==> src/rtl/uart_tx_ext.sv <==
// UART transmitter with a TX FIFO and runtime frame format (5-8 data bits, parity, 1/2 stop bits).
// Latency: txd falls one clock after the FIFO head is popped; each line bit lasts P+1 clocks.
// Backpressure: tx_ready_o drops while the FIFO is full; pushes are dropped while full or flushing.

// Generic synchronous FIFO with flush and occupancy count.
// Latency: pushed data is visible at the head on the next clock.
// Backpressure: push_rdy low when full; flush wins over a same-cycle push.
module uart_tx_fifo #(
  parameter int W     = 8,
  parameter int DEPTH = 16
) (
  input  logic                     clk,
  input  logic                     rst,
  input  logic                     flush,
  input  logic                     push_vld,
  input  logic [W-1:0]             push_dat,
  output logic                     push_rdy,
  input  logic                     pop_rdy,
  output logic                     pop_vld,
  output logic [W-1:0]             pop_dat,
  output logic [$clog2(DEPTH):0]   count
);
  localparam int AW = $clog2(DEPTH);

  logic [W-1:0]  mem [DEPTH];
  logic [AW-1:0] wr_ptr;
  logic [AW-1:0] rd_ptr;
  logic          push;
  logic          pop;

  assign push_rdy = (count != (AW+1)'(DEPTH));
  assign pop_vld  = (count != '0);
  assign pop_dat  = mem[rd_ptr];
  assign push     = push_vld & push_rdy & ~flush;
  assign pop      = pop_rdy & pop_vld;

  // Storage array; written only on an accepted push.
  always_ff @(posedge clk) begin
    if (push) mem[wr_ptr] <= push_dat;
  end

  // Pointers wrap naturally (power-of-two depth); count tracks push minus pop.
  always_ff @(posedge clk or posedge rst) begin
    if (rst) begin
      wr_ptr <= '0;
      rd_ptr <= '0;
      count  <= '0;
    end else if (flush) begin
      wr_ptr <= '0;
      rd_ptr <= '0;
      count  <= '0;
    end else begin
      if (push) wr_ptr <= wr_ptr + AW'(1);
      if (pop)  rd_ptr <= rd_ptr + AW'(1);
      count <= count + (AW+1)'(push) - (AW+1)'(pop);
    end
  end
endmodule

// UART transmitter top: FIFO-fed frame serializer driving the txd pin.
// Latency: one clock from pop to start bit; frames run back-to-back while data is queued.
// Backpressure: tx_ready_o mirrors FIFO not-full.
module uart_tx_ext #(
  parameter int CLK_FREQ   = 50000000,
  parameter int BAUD_RATE  = 115200,
  parameter int FIFO_DEPTH = 16
) (
  input  logic                          clk,
  input  logic                          rst,
  input  logic                          wr_bit_period_i,
  input  logic [15:0]                   bit_period_i,
  input  logic [1:0]                    cfg_data_bits_i,
  input  logic                          cfg_parity_en_i,
  input  logic                          cfg_parity_odd_i,
  input  logic                          cfg_stop2_i,
  input  logic                          tx_valid_i,
  input  logic [7:0]                    tx_data_i,
  output logic                          tx_ready_o,
  input  logic                          fifo_flush_i,
  output logic [$clog2(FIFO_DEPTH):0]   fifo_count_o,
  output logic                          uart_txd,
  output logic                          uart_tx_busy
);
  localparam logic [15:0] DEFAULT_BIT_PERIOD = 16'(CLK_FREQ / BAUD_RATE - 1);

  typedef enum logic [2:0] {S_IDLE, S_START, S_DATA, S_PARITY, S_STOP} state_t;

  state_t      state;
  logic [15:0] bit_period_r;
  logic [15:0] period_l;
  logic [15:0] cnt;
  logic [2:0]  idx;
  logic [2:0]  last_idx;
  logic [7:0]  data_r;
  logic        par_en_l;
  logic        par_odd_l;
  logic        stop2_l;
  logic        stop_second;
  logic        txd_r;
  logic        fifo_vld;
  logic [7:0]  fifo_dat;
  logic        start_frame;
  logic        stop_done;

  uart_tx_fifo #(.W(8), .DEPTH(FIFO_DEPTH)) u_fifo (
    .clk      (clk),
    .rst      (rst),
    .flush    (fifo_flush_i),
    .push_vld (tx_valid_i),
    .push_dat (tx_data_i),
    .push_rdy (tx_ready_o),
    .pop_rdy  (start_frame),
    .pop_vld  (fifo_vld),
    .pop_dat  (fifo_dat),
    .count    (fifo_count_o)
  );

  // Last stop bit time expires this clock.
  assign stop_done   = (state == S_STOP) && (cnt == '0) && (!stop2_l || stop_second);
  // Pop from idle, or straight out of the final stop bit for gapless frames.
  assign start_frame = fifo_vld && ((state == S_IDLE) || stop_done);

  assign uart_txd     = txd_r;
  assign uart_tx_busy = (state != S_IDLE) || (fifo_count_o != '0);

  // Runtime bit period; only sampled by the FSM at frame start.
  always_ff @(posedge clk or posedge rst) begin
    if (rst)                  bit_period_r <= DEFAULT_BIT_PERIOD;
    else if (wr_bit_period_i) bit_period_r <= bit_period_i;
  end

  // Frame FSM: each line bit holds for period_l+1 clocks via a down-counter.
  always_ff @(posedge clk or posedge rst) begin
    if (rst) begin
      state       <= S_IDLE;
      txd_r       <= 1'b1;
      cnt         <= '0;
      period_l    <= DEFAULT_BIT_PERIOD;
      idx         <= '0;
      last_idx    <= 3'd7;
      data_r      <= '0;
      par_en_l    <= 1'b0;
      par_odd_l   <= 1'b0;
      stop2_l     <= 1'b0;
      stop_second <= 1'b0;
    end else begin
      case (state)
        S_IDLE: txd_r <= 1'b1;
        S_START: begin
          if (cnt == '0) begin
            state <= S_DATA;
            idx   <= '0;
            txd_r <= data_r[0];
            cnt   <= period_l;
          end else cnt <= cnt - 16'd1;
        end
        S_DATA: begin
          if (cnt == '0) begin
            cnt <= period_l;
            if (idx == last_idx) begin
              if (par_en_l) begin
                state <= S_PARITY;
                txd_r <= (^data_r) ^ par_odd_l;
              end else begin
                state       <= S_STOP;
                txd_r       <= 1'b1;
                stop_second <= 1'b0;
              end
            end else begin
              idx   <= idx + 3'd1;
              txd_r <= data_r[idx + 3'd1];
            end
          end else cnt <= cnt - 16'd1;
        end
        S_PARITY: begin
          if (cnt == '0) begin
            state       <= S_STOP;
            txd_r       <= 1'b1;
            stop_second <= 1'b0;
            cnt         <= period_l;
          end else cnt <= cnt - 16'd1;
        end
        S_STOP: begin
          if (cnt == '0) begin
            if (stop2_l && !stop_second) begin
              stop_second <= 1'b1;
              cnt         <= period_l;
            end else begin
              state <= S_IDLE;
              txd_r <= 1'b1;
            end
          end else cnt <= cnt - 16'd1;
        end
        default: begin
          state <= S_IDLE;
          txd_r <= 1'b1;
        end
      endcase

      // Frame start overrides the above: latch data (masked to N bits so the
      // parity XOR covers only sent bits), format and period for the whole frame.
      if (start_frame) begin
        state     <= S_START;
        txd_r     <= 1'b0;
        cnt       <= bit_period_r;
        period_l  <= bit_period_r;
        data_r    <= fifo_dat & (8'hFF >> (2'd3 - cfg_data_bits_i));
        last_idx  <= {1'b1, cfg_data_bits_i};
        par_en_l  <= cfg_parity_en_i;
        par_odd_l <= cfg_parity_odd_i;
        stop2_l   <= cfg_stop2_i;
      end
    end
  end
endmodule

==> config.mk <==
export PLATFORM = sky130hd
export DESIGN_NAME = uart_tx_ext
export DESIGN_NICKNAME = d
export VERILOG_FILES = /design/src/rtl/uart_tx_ext.sv
export SDC_FILE = /design/constraint.sdc
export NUM_CORES = 1
export LEC_CHECK = 0
export BUFFER_PORTS_ARGS = -buffer_cell sky130_fd_sc_hd__buf_2
export CORE_ASPECT_RATIO = 0.5
export CORE_MARGIN = 2
export CORE_UTILIZATION = 61
export CTS_CLUSTER_SIZE = 25
export DETAILED_ROUTE_END_ITERATION = 8
export GPL_ROUTABILITY_DRIVEN = 0
export PLACE_DENSITY = 0.79
export SETUP_SLACK_MARGIN = 0.15
export SYNTH_ARGS = -nofsm -noshare
export SYNTH_HDL_FRONTEND = slang
export SYNTH_SLANG_ARGS = --single-unit
==> constraint.sdc <==
create_clock -name clk -period 4.54 [get_ports clk]
set_input_delay 0 -clock clk [delete_from_list [all_inputs] [get_ports clk]]
set_output_delay 0 -clock clk [all_outputs]
set_load 0.005 [all_outputs]
==> flow_metrics.tcl <==
set metrics [dict create \
    clock_latency_ps 490 \
    cpPeakStageDelay_ps 520 \
    setup-tns-final_ps 0 \
    synth_area_leaders "edfxtp_1, dfrtp_1, mux4_2" \
    syn_nets 717 \
    drt-initial-drc-count 481 \
    num_vias 5736 \
    worstPathArrival_ps 3670 \
    worstSetupEndpointType "register" \
    fin_hold_ws_ps 9.098 \
    fill_cells 942 \
    synth-edff-count 128 \
    dr.pass1.iters 5 \
    start_util_pct 63.33 \
    worstPathMaxFanout 13 \
    sw_frac_of_total_pct 33.08 \
    drive_gt1_share_pct 20.08 \
    yosysUniqueCellTypes 66 \
    fin_crit_ps 3306 \
    seq_power_share_pct 43.6 \
    cts_max_path_buffers 3 \
    r2r-end "u_fifo.count[4]" \
    whs_path_depth 4 \
    synth_seq_area_share_pct 63.67 \
    maxSlewHeadroom_pct 22.04 \
    r2r_cells 17 \
    leakagePower_nw 3.941 \
    cts_tree "built" \
    cts.sinks 210 \
    grt.total_usage_pct 25.23 \
    critPathRequiredTime_ps 4910 \
    ys_ff_latch 210 \
    path_cells "inv_1 -> ha_1 -> or4b_1 -> nor4_4 -> buf_4 -> a21oi_4 -> inv_2 -> ha_1 -> inv_1 -> ha_1 -> inv_1 -> fa_1 -> inv_1 -> a21oi_1 -> nor2_1 -> or3_1 -> a21oi_1" \
    yosys.area.top_type "edfxtp_1" \
    numCtsBuffers 19 \
    p_switching_mw 2.021 \
    nets 788 \
    grt_pass1_wl_um 31620 \
    worst_slew_pin_slew_ps 1161 \
    postSynthCellCount 668 \
    rsz0062_at_grt "no" \
    drtAntennaViolNets 0 \
    drv_slew 0 \
    grt_max_degree 77 \
    place_inst 884 \
    die_w_um 178.5 \
    status "finished, final reports clean" \
    r2r_slack_ps 1230 \
    finalCritPeriodShare_pct 72.83 \
    core_mm2 0.01466 \
    area_delta_synth_final_pct 13.99 \
    synth_ff_type "edfxtp_1" \
    postCtsSetupBuffers 0 \
    rows 31 \
    clkPwrFrac_pct 25.7 \
    crit_top_cell "inv_1" \
    seqCellArea_mm2 0.005913 \
    critPathLaunchType "register" \
    combPwrFrac_pct 30.7 \
    route.detailed.drc 0 \
    avgRoutedWirePerCell_um 20.36 \
    io_buffers 41 \
    routed_wl_um 19350 \
    dp_hpwl_um 12330 \
    fin_cells 950 \
    min_from "tx_valid_i" \
    hold_end "u_fifo.wr_ptr[0]" \
    yosysTopAreaCellShare_pct 41.40 \
    synth_area_mm2 0.009285 \
    reg2reg_from "cnt[0]" \
    ir_worst_vdd_uv 335.0 \
    antenna_cells 0 \
    async_flop_share_pct 39.05 \
    die_h_um 91.24 \
    powerDensity_mw_per_mm2 577.4 \
    hold_viol_final 0 \
    hold_class "in2reg" \
    ios 42 \
    ys_warn_count 0 \
    clock_skew_ps 7.220 \
    crit_type "reg2reg" \
    first_global_vias 5969 \
    die_area_mm2 0.01628 \
    critPathSlowestCell "or4b_1" \
    p_int_mw 4.089 \
    vias_per_cell 6.038 \
    syn_area_per_cell_um2 13.90 \
    gr-total-overflow 0 \
    cts_root_buf "clkbuf_16" \
    htreeDepth 1 \
    clkTransAtPathRegs_ps 70 \
    grt_antenna_before_repair 0 \
    clock.fmax_mhz 302.5 \
    multi_input_area_mm2 0.003161 \
    setup_viol 0 \
    cap_violations 0 \
]
-- final cells by class --
type                            count  share of cell area [%]
Multi-Input combinational cell    408                   29.86
Timing Repair Buffer               81                   5.533
Sequential cell                   210                   55.87
Inverter                           19                  0.6857
Tap cell                          198                   2.341
Clock buffer                       22                   4.894
Clock inverter                     12                  0.8157
-- worst max path at each step --
stage / start / to / slack, ps / depth (start not counted)
3_5_place_dp: cnt[0] / u_fifo.count[4] / 1320 / 17
2_1_floorplan: cnt[0] / u_fifo.count[4] / 1360 / 17
6_report: cnt[0] / u_fifo.count[4] / 1230 / 17
5_1_grt: cnt[0] / u_fifo.count[4] / 1000 / 17
4_1_cts: cnt[0] / u_fifo.count[4] / 1240 / 17
3_3_place_gp: cnt[0] / u_fifo.count[4] / 1430 / 17
-- metrics by stage --
step	utilization (%)	instance area [um^2]	total power, mW	worst slack, ps
after floorplan	-	9285	4.057	1362
final	72.19	10580	6.111	1234
after global placement	65.88	9659	4.442	1433
after global routing	72.19	10580	6.447	999.0
after detailed placement	65.88	9659	4.520	1320
after CTS	72.19	10580	6.127	1240
-- cells in the mapped netlist (all sizes together), types with 2 or more instances --
cell type / instances
a2111oi: 2
a211o: 2
a211oi: 6
a21o: 7
a21oi: 16
a221o: 7
a221oi: 4
a22oi: 3
a31o: 2
and2: 3
and3: 2
buf: 13
clkbuf: 18
dfrtp: 69
dfstp: 13
edfxtp: 128
ha: 14
inv: 19
mux2: 17
mux2i: 15
mux4: 29
nand2: 88
nand2b: 8
nand3: 16
nand4: 2
nor2: 36
nor2b: 4
nor3: 16
nor4: 8
nor4b: 2
o211ai: 6
o21ai: 20
o221ai: 5
o22ai: 6
o2bb2ai: 5
o31ai: 3
o41ai: 2
or2: 2
or3: 5
or4: 5
or4b: 3
xnor2: 19
xor2: 7
-- registers in the layout, indices dropped and copies added (netlist names) --
register       count
period_l          16
u_fifo.rd_ptr      4
par_odd_l          1
u_fifo.mem       128
bit_period_r      16
last_idx           2
stop_second        1
par_en_l           1
stop2_l            1
idx                3
uart_txd           1
u_fifo.count       5
state              3
cnt               16
data_r             8
u_fifo.wr_ptr      4
-- power by group through the flow --
stage	clock [mW]	sequential (mW)	combinational [mW]
5_1_grt	1.67	2.71	2.07
6_report	1.57	2.66	1.88
3_3_place_gp	0	2.68	1.76
2_1_floorplan	0	2.57	1.49
3_5_place_dp	0	2.70	1.82
4_1_cts	1.59	2.66	1.87
-- cell families after synthesis --
logic type	Yosys count	share of synthesized area [%]
adder cells (fa/ha/maj)	15	2.102
multiplexers	61	10.71
buffers and inverters	50	2.372
AO/OA/AOI/OAI	103	7.924
flip-flops	210	63.67
XOR/XNOR	27	2.695
AND/OR/NAND/NOR	202	10.52
-- cells in the final DEF (no fill, tap or decap), types with 17 or more instances in the layout --
master	synthesis	routed
edfxtp_1	128	128
nand2_1	88	88
dfrtp_1	69	68
buf_2	8	41
nor2_1	36	36
dlygate4sd3_1	0	32
mux4_2	29	29
clkbuf_16	0	20
xnor2_1	19	19
o21ai_0	19	19
inv_1	18	17
mux2_2	17	17
-- metal layers --
metal	wire length (um)	up-vias	track usage (%)	part of all wire, %
li1	-	2655	-	-
met1	8264	2876	34.71	43
met2	9739	180	42.70	50
met3	1034	25	4.020	5.3
met4	306	0	6.030	1.6
met5	0	-	0	0
-- repair_timing --
action	in CTS	in global routing
hold buffers	32	0
endpoints found under the hold margin	234	0
resized for setup	0	0
-- critical path, delay by kind of cell, from the launching register on --
kind	cells	cell delay, ps
buf+inv	6	620
fa+ha+maj	4	970
simple gates	4	980
compound gates	3	200
flops	1	410
(Power assumes the default switching activity.)
